**src/rtl/shift_add_multiplier_pkg.sv**
```systemverilog
// Shared definitions for the sequential shift-and-add multiplier:
// state encoding and an elaboration-time ceil(log2) helper.
package shift_add_multiplier_pkg;

  typedef enum logic [1:0] {
    IDLE = 2'b00,
    WORK = 2'b01,
    DONE = 2'b10
  } state_e;

  function automatic int clog2(input int value);
    int r;
    r = 0;
    for (int i = 0; i < 32; i++) begin
      if ((32'sd1 << r) < value) r = r + 1;
    end
    return r;
  endfunction

endpackage

```
**src/rtl/shift_add_multiplier_dff.sv**
```systemverilog
// Parametrised N-bit register with load enable and asynchronous active-low reset to zero.
module shift_add_multiplier_dff #(
  parameter int N = 1
) (
  input  logic         clk,
  input  logic         rst_n,
  input  logic         en,
  input  logic [N-1:0] d,
  output logic [N-1:0] q
);

  always_ff @(posedge clk or negedge rst_n) begin
    if (!rst_n) begin
      q <= '0;
    end else if (en) begin
      q <= d;
    end
  end

endmodule

```
**src/rtl/shift_add_multiplier_sign_magnitude.sv**
```systemverilog
// Converts a WIDTH-bit operand into its unsigned magnitude and a sign bit;
// in unsigned mode the raw value passes through with sign 0.
module shift_add_multiplier_sign_magnitude #(
  parameter int WIDTH = 8
) (
  input  logic [WIDTH-1:0] value,
  input  logic             signed_mode,
  output logic [WIDTH-1:0] magnitude,
  output logic             negative
);

  // The most negative value negates to itself, which is its correct unsigned magnitude.
  always_comb begin
    negative = signed_mode & value[WIDTH-1];
    if (negative) begin
      magnitude = (~value) + {{(WIDTH-1){1'b0}}, 1'b1};
    end else begin
      magnitude = value;
    end
  end

endmodule

```
**src/rtl/shift_add_multiplier.sv**
```systemverilog
// Sequential shift-and-add multiplier with signed/unsigned mode, optional early
// termination and a four-phase start/done handshake. All outputs are registered.
module shift_add_multiplier
  import shift_add_multiplier_pkg::*;
#(
  parameter int WIDTH      = 8,
  parameter int EARLY_TERM = 1
) (
  input  logic               clk,
  input  logic               rst_n,
  input  logic               start,
  input  logic               signed_mode,
  input  logic [WIDTH-1:0]   multiplicand,
  input  logic [WIDTH-1:0]   multiplier,
  output logic [2*WIDTH-1:0] product,
  output logic               busy,
  output logic               done
);

  localparam int CW = clog2(WIDTH) + 1;
  localparam int PW = 2 * WIDTH;

  logic [1:0]       state_d,   state_q;
  logic [PW-1:0]    mcand_d,   mcand_q;
  logic [WIDTH-1:0] mplier_d,  mplier_q;
  logic [PW-1:0]    acc_d,     acc_q;
  logic [CW-1:0]    cnt_d,     cnt_q;
  logic             sign_d,    sign_q;
  logic [PW-1:0]    product_d, product_q;
  logic             busy_d,    busy_q;
  logic             done_d,    done_q;

  logic [WIDTH-1:0] mag_a_s, mag_b_s;
  logic             neg_a_s, neg_b_s;
  logic [PW-1:0]    acc_nxt_s;
  logic [WIDTH-1:0] mplier_sh_s;
  logic             last_s;

  shift_add_multiplier_sign_magnitude #(.WIDTH(WIDTH)) u_sm_a (
    .value       (multiplicand),
    .signed_mode (signed_mode),
    .magnitude   (mag_a_s),
    .negative    (neg_a_s)
  );

  shift_add_multiplier_sign_magnitude #(.WIDTH(WIDTH)) u_sm_b (
    .value       (multiplier),
    .signed_mode (signed_mode),
    .magnitude   (mag_b_s),
    .negative    (neg_b_s)
  );

  // Next-state and datapath update for one clock.
  always_comb begin
    state_d   = state_q;
    mcand_d   = mcand_q;
    mplier_d  = mplier_q;
    acc_d     = acc_q;
    cnt_d     = cnt_q;
    sign_d    = sign_q;
    product_d = product_q;
    busy_d    = busy_q;
    done_d    = done_q;

    acc_nxt_s   = mplier_q[0] ? (acc_q + mcand_q) : acc_q;
    mplier_sh_s = mplier_q >> 1;
    last_s      = (cnt_q == CW'(WIDTH - 1)) ||
                  ((EARLY_TERM != 0) && (mplier_sh_s == '0));

    case (state_q)
      IDLE: begin
        if (start) begin
          mcand_d  = {{WIDTH{1'b0}}, mag_a_s};
          mplier_d = mag_b_s;
          acc_d    = '0;
          cnt_d    = '0;
          sign_d   = neg_a_s ^ neg_b_s;
          state_d  = WORK;
          busy_d   = 1'b1;
          done_d   = 1'b0;
        end else begin
          busy_d = 1'b0;
          done_d = 1'b0;
        end
      end
      WORK: begin
        acc_d    = acc_nxt_s;
        mcand_d  = mcand_q << 1;
        mplier_d = mplier_sh_s;
        cnt_d    = cnt_q + CW'(1);
        if (last_s) begin
          product_d = sign_q ? (-acc_nxt_s) : acc_nxt_s;
          state_d   = DONE;
          busy_d    = 1'b0;
          done_d    = 1'b1;
        end else begin
          busy_d = 1'b1;
          done_d = 1'b0;
        end
      end
      DONE: begin
        // Product is kept after leaving DONE until the next completion.
        if (!start) begin
          state_d = IDLE;
          done_d  = 1'b0;
        end else begin
          done_d  = 1'b1;
        end
      end
      default: begin
        state_d = IDLE;
        busy_d  = 1'b0;
        done_d  = 1'b0;
      end
    endcase
  end

  shift_add_multiplier_dff #(.N(2))     u_state_r   (.clk(clk), .rst_n(rst_n), .en(1'b1), .d(state_d),   .q(state_q));
  shift_add_multiplier_dff #(.N(PW))    u_mcand_r   (.clk(clk), .rst_n(rst_n), .en(1'b1), .d(mcand_d),   .q(mcand_q));
  shift_add_multiplier_dff #(.N(WIDTH)) u_mplier_r  (.clk(clk), .rst_n(rst_n), .en(1'b1), .d(mplier_d),  .q(mplier_q));
  shift_add_multiplier_dff #(.N(PW))    u_acc_r     (.clk(clk), .rst_n(rst_n), .en(1'b1), .d(acc_d),     .q(acc_q));
  shift_add_multiplier_dff #(.N(CW))    u_cnt_r     (.clk(clk), .rst_n(rst_n), .en(1'b1), .d(cnt_d),     .q(cnt_q));
  shift_add_multiplier_dff #(.N(1))     u_sign_r    (.clk(clk), .rst_n(rst_n), .en(1'b1), .d(sign_d),    .q(sign_q));
  shift_add_multiplier_dff #(.N(PW))    u_product_r (.clk(clk), .rst_n(rst_n), .en(1'b1), .d(product_d), .q(product_q));
  shift_add_multiplier_dff #(.N(1))     u_busy_r    (.clk(clk), .rst_n(rst_n), .en(1'b1), .d(busy_d),    .q(busy_q));
  shift_add_multiplier_dff #(.N(1))     u_done_r    (.clk(clk), .rst_n(rst_n), .en(1'b1), .d(done_d),    .q(done_q));

  assign product = product_q;
  assign busy    = busy_q;
  assign done    = done_q;

endmodule

```
**config.mk**
```make
export PLATFORM = sky130hd
export DESIGN_NAME = shift_add_multiplier
export DESIGN_NICKNAME = d
export VERILOG_FILES = /design/src/rtl/shift_add_multiplier_pkg.sv /design/src/rtl/shift_add_multiplier_dff.sv /design/src/rtl/shift_add_multiplier_sign_magnitude.sv /design/src/rtl/shift_add_multiplier.sv
export SDC_FILE = /design/constraint.sdc
export NUM_CORES = 1
export LEC_CHECK = 0
export ABC_AREA = 1
export CORE_AREA = 5 5 103 105
export CTS_BUF_LIST = sky130_fd_sc_hd__clkbuf_16
export DETAILED_ROUTE_END_ITERATION = 8
export DIE_AREA = 0 0 108 110
export GPL_TIMING_DRIVEN = 1
export PLACE_DENSITY = 0.78
export SLEW_MARGIN = 20
export SYNTH_ARGS = -nofsm -noshare
export SYNTH_HDL_FRONTEND = slang
export SYNTH_SLANG_ARGS = --single-unit
```
**constraint.sdc**
```tcl
create_clock -name clk -period 3.73 [get_ports clk]
set_input_delay 0.746 -clock clk [delete_from_list [all_inputs] [get_ports clk]]
set_output_delay 0.746 -clock clk [all_outputs]
set_load 0.02 [all_outputs]
```
### Word level (Yosys, flattened, before mapping)

Cells that the tools add are included.

* register bits: 65
* input port bits: 20
* output and inout bits: 18
* word-level logic and storage cells: 54

* $add $sub $neg: 5
* equal/unequal tests: 6
* mux-type cells: 21
* bitwise logic cells: 5
* reduce and logical (&&, ||, !) cells: 8

Operator list (count)
* 16-bit 2-to-1 mux: 4
* 16-bit one-hot mux with 2 select lines: 2
* 8-bit 2-to-1 mux: 3
* 16-bit adder: 1
* 8-bit by 1-bit adder with 8-bit output (second input constant): 2
* 16-bit negator: 1
* 8-bit inverter: 2
* 8-bit one-hot mux with 2 select lines: 1
* 8-bit logical NOT: 1
* 4-bit one-hot mux with 2 select lines: 1
* 2-bit 2-to-1 mux: 3
* 2-bit inequality test (second input constant): 3
* 2-bit one-hot mux with 3 select lines: 1
* 2-bit AND reduction: 3
* 4-bit by 1-bit adder with 4-bit output (second input constant): 1
* 4-bit by 3-bit equality test with 1-bit output (second input constant): 1
* 4-bit 2-to-1 mux: 1
* 1-bit 2-to-1 mux: 3
* 1-bit one-hot mux with 3 select lines: 1
* 3-bit AND reduction: 1
* 1-bit AND: 2
* 2-bit by 1-bit equality test with 1-bit output (second input constant): 1
* 2-bit equality test (second input constant): 1
* 2-bit logical NOT: 1
* other kinds (4): 4

### Logic depth before layout (Yosys ltp)

Gate-level depths: netlist of the first run.

* word-level depth: 5
* depth in mapped cells: 18
* depth with buffers taken out: 18

### Hierarchy

From an unflattened synthesis of the first run, not the netlist that was laid out.

* cell total of the unflattened synthesis: 873
* area, all modules: 5500.3 um2

By module, submodules not included
* shift_add_multiplier: times used 1, cells each 516, area each 2533.7 um2, seq. area each 0.0 um2
* shift_add_multiplier_dff at u_acc_r ...: times used 3, cells each 68, area each 644.4 um2, seq. area each 400.4 um2
* shift_add_multiplier_sign_magnitude: times used 2, cells each 39, area each 191.4 um2, seq. area each 0.0 um2
* shift_add_multiplier_dff at u_mplier_r: times used 1, cells each 34, area each 305.3 um2, seq. area each 200.2 um2
* shift_add_multiplier_dff at u_cnt_r: times used 1, cells each 17, area each 148.9 um2, seq. area each 100.1 um2
* shift_add_multiplier_dff at u_busy_r ...: times used 3, cells each 5, area each 40.0 um2, seq. area each 25.0 um2
* shift_add_multiplier_dff at u_state_r: times used 1, cells each 9, area each 76.3 um2, seq. area each 50.0 um2

### Least setup slack after synthesis of the first run

OpenSTA, ideal clock, no wires.

* kind: register to register
* from: register u_mcand_r.q[0]
* to: register u_product_r.q[12]
* library setup time: 0.118 ns
* data arrival time: 2.206 ns
* required time: 3.612 ns
* slack: 1.406 ns
* stages on the path, launching flop included: 16
* buffers on the path: 0
* period minus slack after synthesis: 2.324 ns
* cells stage by stage: dfrtp_1 -> ha_1 -> fa_1 -> o21ai_2 -> ha_1 -> inv_1 -> nor2_1 -> nand3_2 -> nor2_4 -> nand2_2 -> nand2_2 -> nand2_2 -> inv_2 -> nand3_1 -> nand3_1 -> nand2_1

* longest elaborated chain between the ends: 4

Ends and longest elaborated chain
* from (decl): RTL line shift_add_multiplier_dff.sv:9 `output logic [N-1:0] q`
* from (signal assigned): RTL line shift_add_multiplier_dff.sv:14 `q <= '0;`
* from (signal assigned): RTL line shift_add_multiplier_dff.sv:16 `q <= d;`
* 16-bit adder (*): RTL line shift_add_multiplier.sv:65 `acc_nxt_s = mplier_q[0] ? (acc_q + mcand_q) : acc_q;`
* 16-bit 2-to-1 mux (*): RTL line shift_add_multiplier.sv:65
* 16-bit negator: RTL line shift_add_multiplier.sv:92 `product_d = sign_q ? (-acc_nxt_s) : acc_nxt_s;`
* 16-bit 2-to-1 mux (*): RTL line shift_add_multiplier.sv:92
* to (signal assigned): RTL line shift_add_multiplier_dff.sv:14
* to (signal assigned): RTL line shift_add_multiplier_dff.sv:16
* to (decl): RTL line shift_add_multiplier_dff.sv:9

Mark *: on every way between the ends. The rest lies on a longest branch, timed or not.
A chain may end at the register's enable or synchronous reset.

### Worst setup path in the final report of the first run

Same ends and word-level chain as after synthesis.

==> flow_summary.toml, run 1 <==
[clock_network]
post-cts-setup-buffers = 0
clock_latency_ps = 320
ctsResizeCount = 0
cts_buffers = 9
cts.sinks = 65
clkSlewWorstSetupHoldPaths_ps = 50
htree_levels = 3
cts_hold_buffers = 0
cts_tree = "yes"
root_buffer = "clkbuf_16"
clockBufferDepth = 2

[synth]
ys.flop_type = "dfrtp_1"
ys_seq_area_frac = 0.351
postSynthCellCount = 661
synth_area_leaders = "dfrtp_1 35%, nand2_1 16%, inv_1 7.1%"
synth_edf_count = 0
ys_ff_latch = 65
yosys-top-cells-count = "201 x nand2_1, 88 x inv_1, 65 x dfrtp_1"
yosys_warnings = 0
async_flop_share = 1.00
syn_avg_cell_area_um2 = 7.01
synth_top_area_share = 0.351
syn-num-nets = 704
synth_area_um2 = 4640
synth_top_cell_by_area = "dfrtp_1"
ys_types = 42
yosysMostFrequentCell = "nand2_1"

[final_layout]
diodes = 0
post-route-cell-area_um2 = 5410
syn_to_final_growth_pct = 16.8
drive_above_1_share = 0.0997
nets = 740

[grt]
overflow = 0
antenna_found_initial = 0
grt_first_pass_wirelength_um = 19300
grt_pass1_vias = 4418
grt_max_degree = 39
grt_util_all_layers = 0.202

[worst_setup_path]
arrival_ps = 2840
critPathCapture = "u_product_r.q[12]"
cp.required_ps = 3940
crit_buf_inv = 2
cpMostUsedCell = "nand2_2"
critPathCaptureType = "register"
worstSetupPathType = "register to register"
crit_start = "u_mcand_r.q[0]"
r2r-end = "u_product_r.q[12]"
reg2reg_setup_slack_ps = 1100
cp_cell_sequence = "ha_1, fa_1, o21ai_2, ha_1, inv_1, nor2_1, nand3_2, nor2_4, nand2_2, nand2_2, nand2_2, inv_2, nand3_1, nand3_1, nand2_1"
reg2regPathDepth = 15
cp_top_family = "adder cells"
r2r_start = "u_mcand_r.q[0]"
cp.depth = 15
worstSetupStartpointType = "register"
critical-path-max-stage-delay_ps = 480
crit_slowest_cell = "fa_1"
path_max_fanout = 4

[place]
place_ws_ps = 1100
gp_congestion = 0.901
placed_area_um2 = 5130
dp_hpwl_um = 8640
portBuffers = 37

[timing]
fin_crit_ps = 2630
final.setup.tns_ps = 0
relSlewSlack = 0.446
clock-skew-final_ps = 6.12
fmax_ghz = 0.380
hold_viol = 0
rsz0062_at_grt = "no"
finalMaxSlewViolations = 0
hold-worst-slack_ps = 481
timing.final.crit_share = 0.705
worst_pin_slew_ps = 830
setup_ws_ps = 1100
setup_viol = 0

[drt]
viasPerCell = 5.17
wire_per_inst_um = 13.2
vias = 4318
drcViolationCount = 0
wl_um = 11000
initialDrtViolationCount = 182
firstDrtPassIters = 5
antenna_left = 0

[status]
status = "completed"

[die]
rows = 36
io_pins = 38
core_um2 = 9550
die_width_um = 108
dieHeight_um = 110
fp.dieArea_um2 = 11900
start_util = 0.485

[power_and_ir_drop]
p_leak_nw = 2.75
peakVddDrop_uv = 537
powerDensity_nw_per_um2 = 961

[run]
cap_violations = 0

[hold_path]
hold_start = "u_product_r.q[12]"
hold_path.class = "register to register"
-- layout by cell type, fill, tap and decap left out, types with 3 or more instances in the layout --
master	instances
clkinv_1	3
nand3_2	11
o21ai_1	5
nand4_1	6
inv_2	7
dfrtp_1	65
nor3_1	8
o21ai_0	41
nand3_1	45
o211ai_1	4
a21oi_1	24
nor2_1	34
nand2_2	19
nand2_1	201
buf_4	5
clkbuf_16	9
inv_1	91
ha_1	22
nor2_2	4
xnor2_1	3
o22ai_1	19
xor2_1	10
clkdlybuf4s50_1	36
-- area by class of cell --
cell class                 instances  area, um^2
sequential                        65        1630
inverter                          97         364
multi-input combinational        482        2570
tap                              133         166
timing repair buffer              42         403
clock buffer                       9         225
fill                             935        4140
clock inverter                     7        55.1
-- worst min-delay path by stage --
stage                         to  cells past startpoint
2_1_floorplan       u_acc_r.q[0]                      0
3_3_place_gp   u_product_r.q[13]                      2
3_5_place_dp   u_product_r.q[11]                      2
4_1_cts        u_product_r.q[11]                      2
5_1_grt        u_product_r.q[15]                      2
6_report       u_product_r.q[12]                      2
-- worst register-to-register path, cell delays in order (launching register included) --
cell	delay [ps]
dfrtp_1	390
ha_1	260
fa_1	480
o21ai_2	220
ha_1	190
inv_1	50
nor2_1	180
nand3_2	130
nor2_4	140
nand2_2	80
nand2_2	80
nand2_2	70
inv_2	50
nand3_1	60
nand3_1	90
nand2_1	50
-- stage by stage --
step,utilization,power (W),std cells
2_1_floorplan,-,0.00359,661
5_1_grt,0.567,0.00570,835
3_5_place_dp,0.537,0.00440,819
4_1_cts,0.567,0.00522,835
6_report,0.567,0.00520,835
3_3_place_gp,0.537,0.00430,819
-- cells by family (layout without fill, tap and decap cells) --
family / count (synthesis) / after routing / share of synthesized area
buffers and inverters: 114 / 155 / 0.0942
AO/OA/AOI/OAI: 107 / 107 / 0.134
XOR/XNOR: 13 / 13 / 0.0246
adder cells (fa/ha/maj): 23 / 23 / 0.0637
flip-flops: 65 / 65 / 0.351
AND/OR/NAND/NOR: 339 / 339 / 0.333
-- registers in the layout, summed over array words and instances, names as in the netlist --
| signal | cells |
|---|---|
| u_product_r.q | 16 |
| u_state_r.q | 2 |
| u_busy_r.q | 1 |
| u_done_r.q | 1 |
| u_mcand_r.q | 16 |
| u_acc_r.q | 16 |
| u_mplier_r.q | 8 |
| u_cnt_r.q | 4 |
| u_sign_r.q | 1 |
-- per-layer routing --
metal  GRT usage  up-vias  wire length, um
met5           0        -                0
met4      0.0938        0              419
met3      0.0355       31              410
met2       0.355       96             5460
met1       0.240     1976             4760
li1            -     2215                -
-- where the power goes --
| part | switching, W | internal (W) | leakage, nW | total (W) |
|---|---|---|---|---|
| logic | 0.00203 | 0.00113 | 1.76 | 0.00315 |
| registers | 0.000243 | 0.00102 | 0.839 | 0.00126 |
| clock network | 0.000286 | 0.000504 | 0.150 | 0.000791 |
(Power assumes the default switching activity.)
==> run 2, diff against run 1 <==
--- a/config.mk
+++ b/config.mk
@@ -11,7 +11,7 @@
 export DETAILED_ROUTE_END_ITERATION = 8
 export DIE_AREA = 0 0 108 110
 export GPL_TIMING_DRIVEN = 1
-export PLACE_DENSITY = 0.78
+export PLACE_DENSITY = 0.8
 export SLEW_MARGIN = 20
 export SYNTH_ARGS = -nofsm -noshare
 export SYNTH_HDL_FRONTEND = slang
==> constraint.sdc (replaced) <==
create_clock -name clk -period 2.42 [get_ports clk]
set_input_delay 0.484 -clock clk [delete_from_list [all_inputs] [get_ports clk]]
set_output_delay 0.484 -clock clk [all_outputs]
set_load 0.02 [all_outputs]
==> flow_summary.toml, run 2 (synthesized netlist as in run 1, its figures left out) <==
[timing]
setup_viol = 10
fin_crit_ps = 2490
finalMaxSlewViolations = 0
relSlewSlack = 0.520
timing.final.crit_share = 1.03
setup_ws_ps = -72.9
clock-skew-final_ps = 8.22
worst_pin_slew_ps = 720
hold_viol = 0
rsz0062_at_grt = "yes"
fmax_ghz = 0.401

[final_layout]
mostFrequentLayoutCell = "nand2_1"
nets = 760
utilization = 0.595
reg_top3 = "u_acc_r.q x16, u_mcand_r.q x16, u_product_r.q x16"
syn_to_final_growth_pct = 22.6
multi_input_area_um2 = 2660
diodes = 0
drive_above_1_share = 0.145
mostFrequentLayoutCells = "198 x nand2_1, 88 x inv_1, 65 x dfrtp_1"
nFillCells = 865
register_area_um2 = 1630

[worst_setup_path]
critical-path-max-stage-delay_ps = 470
arrival_ps = 2720
critPathCaptureType = "register"
crit_slowest_cell = "fa_1"
crit_buf_inv = 1
cp_cell_sequence = "ha_2, fa_1, o21ai_2, buf_4, nand2_4, nor2_4, nand3_2, nor2_4, nand3_2, nand2_4, nand2_4, nor2_8, nand3_1, nand3_1, nand2_1"
path_max_fanout = 5
cp_top_family = "simple AND/OR/NAND/NOR gates"
cp.required_ps = 2650
worstSetupStartpointType = "register"
worstSetupPathType = "register to register"
cpMostUsedCell = "nand2_4"

[die]
dieHeight_um = 110
fp.dieArea_um2 = 11900
die_width_um = 108
core_um2 = 9550
start_util = 0.485
rows = 36
io_pins = 38

[clock_network]
root_buffer = "clkbuf_16"
clock_latency_ps = 330
cts_hold_buffers = 0
htree_levels = 3
cts.sinks = 65
clockBufferDepth = 2
clkSlewWorstSetupHoldPaths_ps = 60
cts_buffers = 9
cts_tree = "yes"

[drt]
drcViolationCount = 0
wire_per_inst_um = 14.4
wl_um = 12300
vias = 4608
viasPerCell = 5.39
initialDrtViolationCount = 303
firstDrtPassIters = 8
antenna_left = 0

[place]
gp_congestion = 0.930
dp_hpwl_um = 8820
portBuffers = 37
place_ws_ps = -97.8

[power_and_ir_drop]
peakVddDrop_uv = 831
p_leak_nw = 2.88
powerDensity_nw_per_um2 = 1550

[hold_path]
hold_path.class = "primary input to async pin"

[grt]
grt_pass1_vias = 4654
grt_first_pass_wirelength_um = 20400
antenna_found_initial = 0
grt_util_all_layers = 0.213
grt_max_degree = 37
overflow = 0

[status]
violations = "setup timing"
status = "finished with violations"

[run]
cap_violations = 0
run 2: what timing repair did:
item,in CTS,in global routing
setup buffers,9,2
endpoints found under the setup margin,4,11
resized for setup,11,15
pin swaps,15,8
run 2: layer usage:
layer / wire length [um] / track usage / up-vias
li1: - / - / 2264
met1: 4980 / 0.245 / 2146
met2: 6400 / 0.389 / 161
met3: 606 / 0.0419 / 37
met4: 340 / 0.0884 / 0
met5: 0 / 0 / -
run 2: final timing paths:
kind / startpoint / to / slack, ps / depth (start not counted)
setup / recovery: u_acc_r.q[0] / u_product_r.q[15] / -70 / 15
hold reg to reg: u_product_r.q[11] / u_product_r.q[11] / 480 / 2
min in group clk: u_product_r.q[11] / u_product_r.q[11] / 480 / 2
setup reg to reg: u_acc_r.q[0] / u_product_r.q[15] / -70 / 15
max in group asynchronous: rst_n / u_mcand_r.q[2] / 1560 / 2
hold / removal: rst_n / u_mcand_r.q[10] / 200 / 1
run 2: layout make-up:
class,count,area share
Clock buffer,9,0.0396
Tap cell,133,0.0293
Inverter,97,0.0641
Sequential cell,65,0.286
Clock inverter,7,0.0110
Multi-Input combinational cell,482,0.468
Timing Repair Buffer,62,0.101
run 2: power by group:
group	internal [W]	switching, W	leakage, nW
Sequential	0.00156	0.000391	0.839
Clock	0.000786	0.000494	0.140
Combinational	0.00211	0.00348	1.91
run 2: stage by stage:
step	cells	hold WS [ps]	power (W)	cell area [um^2]	setup TNS [ps]
detailed placement	828	471	0.00690	5210	-251
CTS	853	229	0.00848	5600	-44.4
finish	855	201	0.00883	5680	-585
global route	855	259	0.00954	5680	-2580
floorplan	661	188	0.00553	4640	0
global placement	828	469	0.00673	5210	0
==> run 3, diff against run 2 <==
--- a/config.mk
+++ b/config.mk
@@ -10,8 +10,9 @@
 export CTS_BUF_LIST = sky130_fd_sc_hd__clkbuf_16
 export DETAILED_ROUTE_END_ITERATION = 8
 export DIE_AREA = 0 0 108 110
+export DONT_BUFFER_PORTS = 1
 export GPL_TIMING_DRIVEN = 1
-export PLACE_DENSITY = 0.8
+export PLACE_DENSITY = 0.75
 export SLEW_MARGIN = 20
 export SYNTH_ARGS = -nofsm -noshare
 export SYNTH_HDL_FRONTEND = slang
==> flow_summary.toml, run 3 (synthesized netlist as in run 1, its figures left out) <==
[power_and_ir_drop]
internal_power_w = 0.00407
peakVddDrop_uv = 663
p_leak_nw = 2.67
p_sw_w = 0.00409
power_switching_share = 0.501
combinationalPowerShare = 0.582
powerDensity_nw_per_um2 = 1560
p_seq_frac = 0.262
clock_power_share = 0.156

[timing]
finalMaxSlewViolations = 0
setup_viol = 0
rsz0062_at_grt = "yes"
timing.final.crit_share = 0.971
hold_viol = 0
clock-skew-final_ps = 6.66
fmax_ghz = 0.426
fin_crit_ps = 2350
hold-worst-slack_ps = 6.27
relSlewSlack = 0.685
worst_pin_slew_ps = 473

[drt]
wl_um = 11400
initialDrtViolationCount = 243
wire_per_inst_um = 14.1
vias = 4306
antenna_left = 0
drcViolationCount = 0
firstDrtPassIters = 4
viasPerCell = 5.32

[place]
dp_hpwl_um = 8390
gp_congestion = 0.938
portBuffers = 0
placed_area_um2 = 4830

[worst_setup_path]
reg2regPathDepth = 15
r2r-end = "u_product_r.q[14]"
worstSetupStartpointType = "register"
arrival_ps = 2570
reg2reg_setup_slack_ps = 70
crit_slowest_cell = "fa_2"
cpMostUsedCell = "nand2_1"
r2r_start = "u_acc_r.q[0]"
cp.required_ps = 2640
critPathCaptureType = "register"
critical-path-max-stage-delay_ps = 430
crit_buf_inv = 1
cp_top_family = "adder cells"
path_max_fanout = 3
cp_cell_sequence = "ha_2, fa_2, o21ai_4, ha_2, inv_2, nor2_4, nand3_2, nor2_4, nand2_2, nor2_1, nand2_1, nand2_1, nand3_1, nand3_1, nand2_1"
worstSetupPathType = "register to register"

[grt]
grt_pass1_vias = 4405
overflow = 0
grt_util_all_layers = 0.203
antenna_found_initial = 0
grt_max_degree = 66
grt_first_pass_wirelength_um = 19500

[clock_network]
cts_buffers = 9
cts_tree = "yes"
clock_latency_ps = 340
clockBufferDepth = 2
clkSlewWorstSetupHoldPaths_ps = 60
root_buffer = "clkbuf_16"
htree_levels = 3
cts.sinks = 65

[die]
rows = 36
io_pins = 38
dieHeight_um = 110
fp.dieArea_um2 = 11900
die_width_um = 108
start_util = 0.485
core_um2 = 9550

[final_layout]
reg_top3 = "u_acc_r.q x16, u_mcand_r.q x16, u_product_r.q x16"
post-route-cell-area_um2 = 5240
diodes = 0
syn_to_final_growth_pct = 13.0
nets = 714
mostFrequentLayoutCells = "198 x nand2_1, 88 x inv_1, 65 x dfrtp_1"
drive_above_1_share = 0.146
mostFrequentLayoutCell = "nand2_1"

[hold_path]
hold_path.class = "primary input to async pin"

[run]
cap_violations = 0

[status]
status = "completed"
[run 3: cell types whose count changed in the layout (fill, tap and decap cells not counted), sizes merged]
cell           before  now
buf                26   16
clkinvlp            2    0
clkinv              5    7
clkdlybuf4s50      36    0
[run 3: worst reg2reg max path: stages (launching register included)]
cell and delay [ps]:
dfrtp_1 390, ha_2 190, fa_2 430, o21ai_4 170, ha_2 200, inv_2 50, nor2_4 100, nand3_2 100
nor2_4 130, nand2_2 80, nor2_1 90, nand2_1 50, nand2_1 50, nand3_1 70, nand3_1 70, nand2_1 60
[run 3: final cells by class]
type                       count  area [um^2]
timing repair buffer          16          153
multi-input combinational    482         2640
sequential                    65         1630
clock inverter                 7         62.6
clock buffer                   9          225
fill                         905         4310
tap                          133          166
inverter                      97          364
[run 3: metal layers]
layer | wire length (um) | part of all wire | up-vias | GRT usage
li1 | - | - | 2159 | -
met1 | 4810 | 0.42 | 2004 | 0.238
met2 | 5640 | 0.50 | 106 | 0.359
met3 | 455 | 0.040 | 37 | 0.0361
met4 | 467 | 0.041 | 0 | 0.101
met5 | 0 | 0 | - | 0
[run 3: power groups by stage]
stage	clock network, W	logic, W	registers, W
after floorplan	0	0.00354	0.00199
after global placement	0	0.00434	0.00213
after detailed placement	0	0.00447	0.00215
after CTS	0.00129	0.00455	0.00214
after global routing	0.00133	0.00534	0.00220
final	0.00128	0.00475	0.00214
[run 3: what timing repair did]
action	4_1_cts	5_1_grt
hold buffers	1	0
setup endpoints to repair	4	8
gates resized for setup	2	19
setup buffers	0	3
hold endpoints to repair	65	0
pin swaps	0	6
[run 3: worst max-delay path by stage]
stage,from,depth (start not counted),slack [ps],to
floorplan,u_mcand_r.q[0],15,100,u_product_r.q[12]
detailed placement,u_mcand_r.q[0],15,-20,u_product_r.q[12]
global route,u_mcand_r.q[0],15,-60,u_product_r.q[14]
global placement,u_mcand_r.q[0],15,20,u_product_r.q[12]
finish,u_acc_r.q[0],15,70,u_product_r.q[14]
CTS,u_mcand_r.q[0],15,20,u_product_r.q[12]
[run 3: through the flow]
step | utilization | TNS [ps] | std cells | power [W] | setup WS, ps
after floorplan | - | 0 | 661 | 0.00553 | 96.0
after global placement | 0.506 | 0 | 789 | 0.00647 | 21.3
after detailed placement | 0.506 | -33.6 | 789 | 0.00662 | -22.2
after CTS | 0.540 | 0 | 806 | 0.00799 | 22.1
after global routing | 0.549 | -224 | 809 | 0.00887 | -56.2
final | 0.549 | 0 | 809 | 0.00817 | 70.7
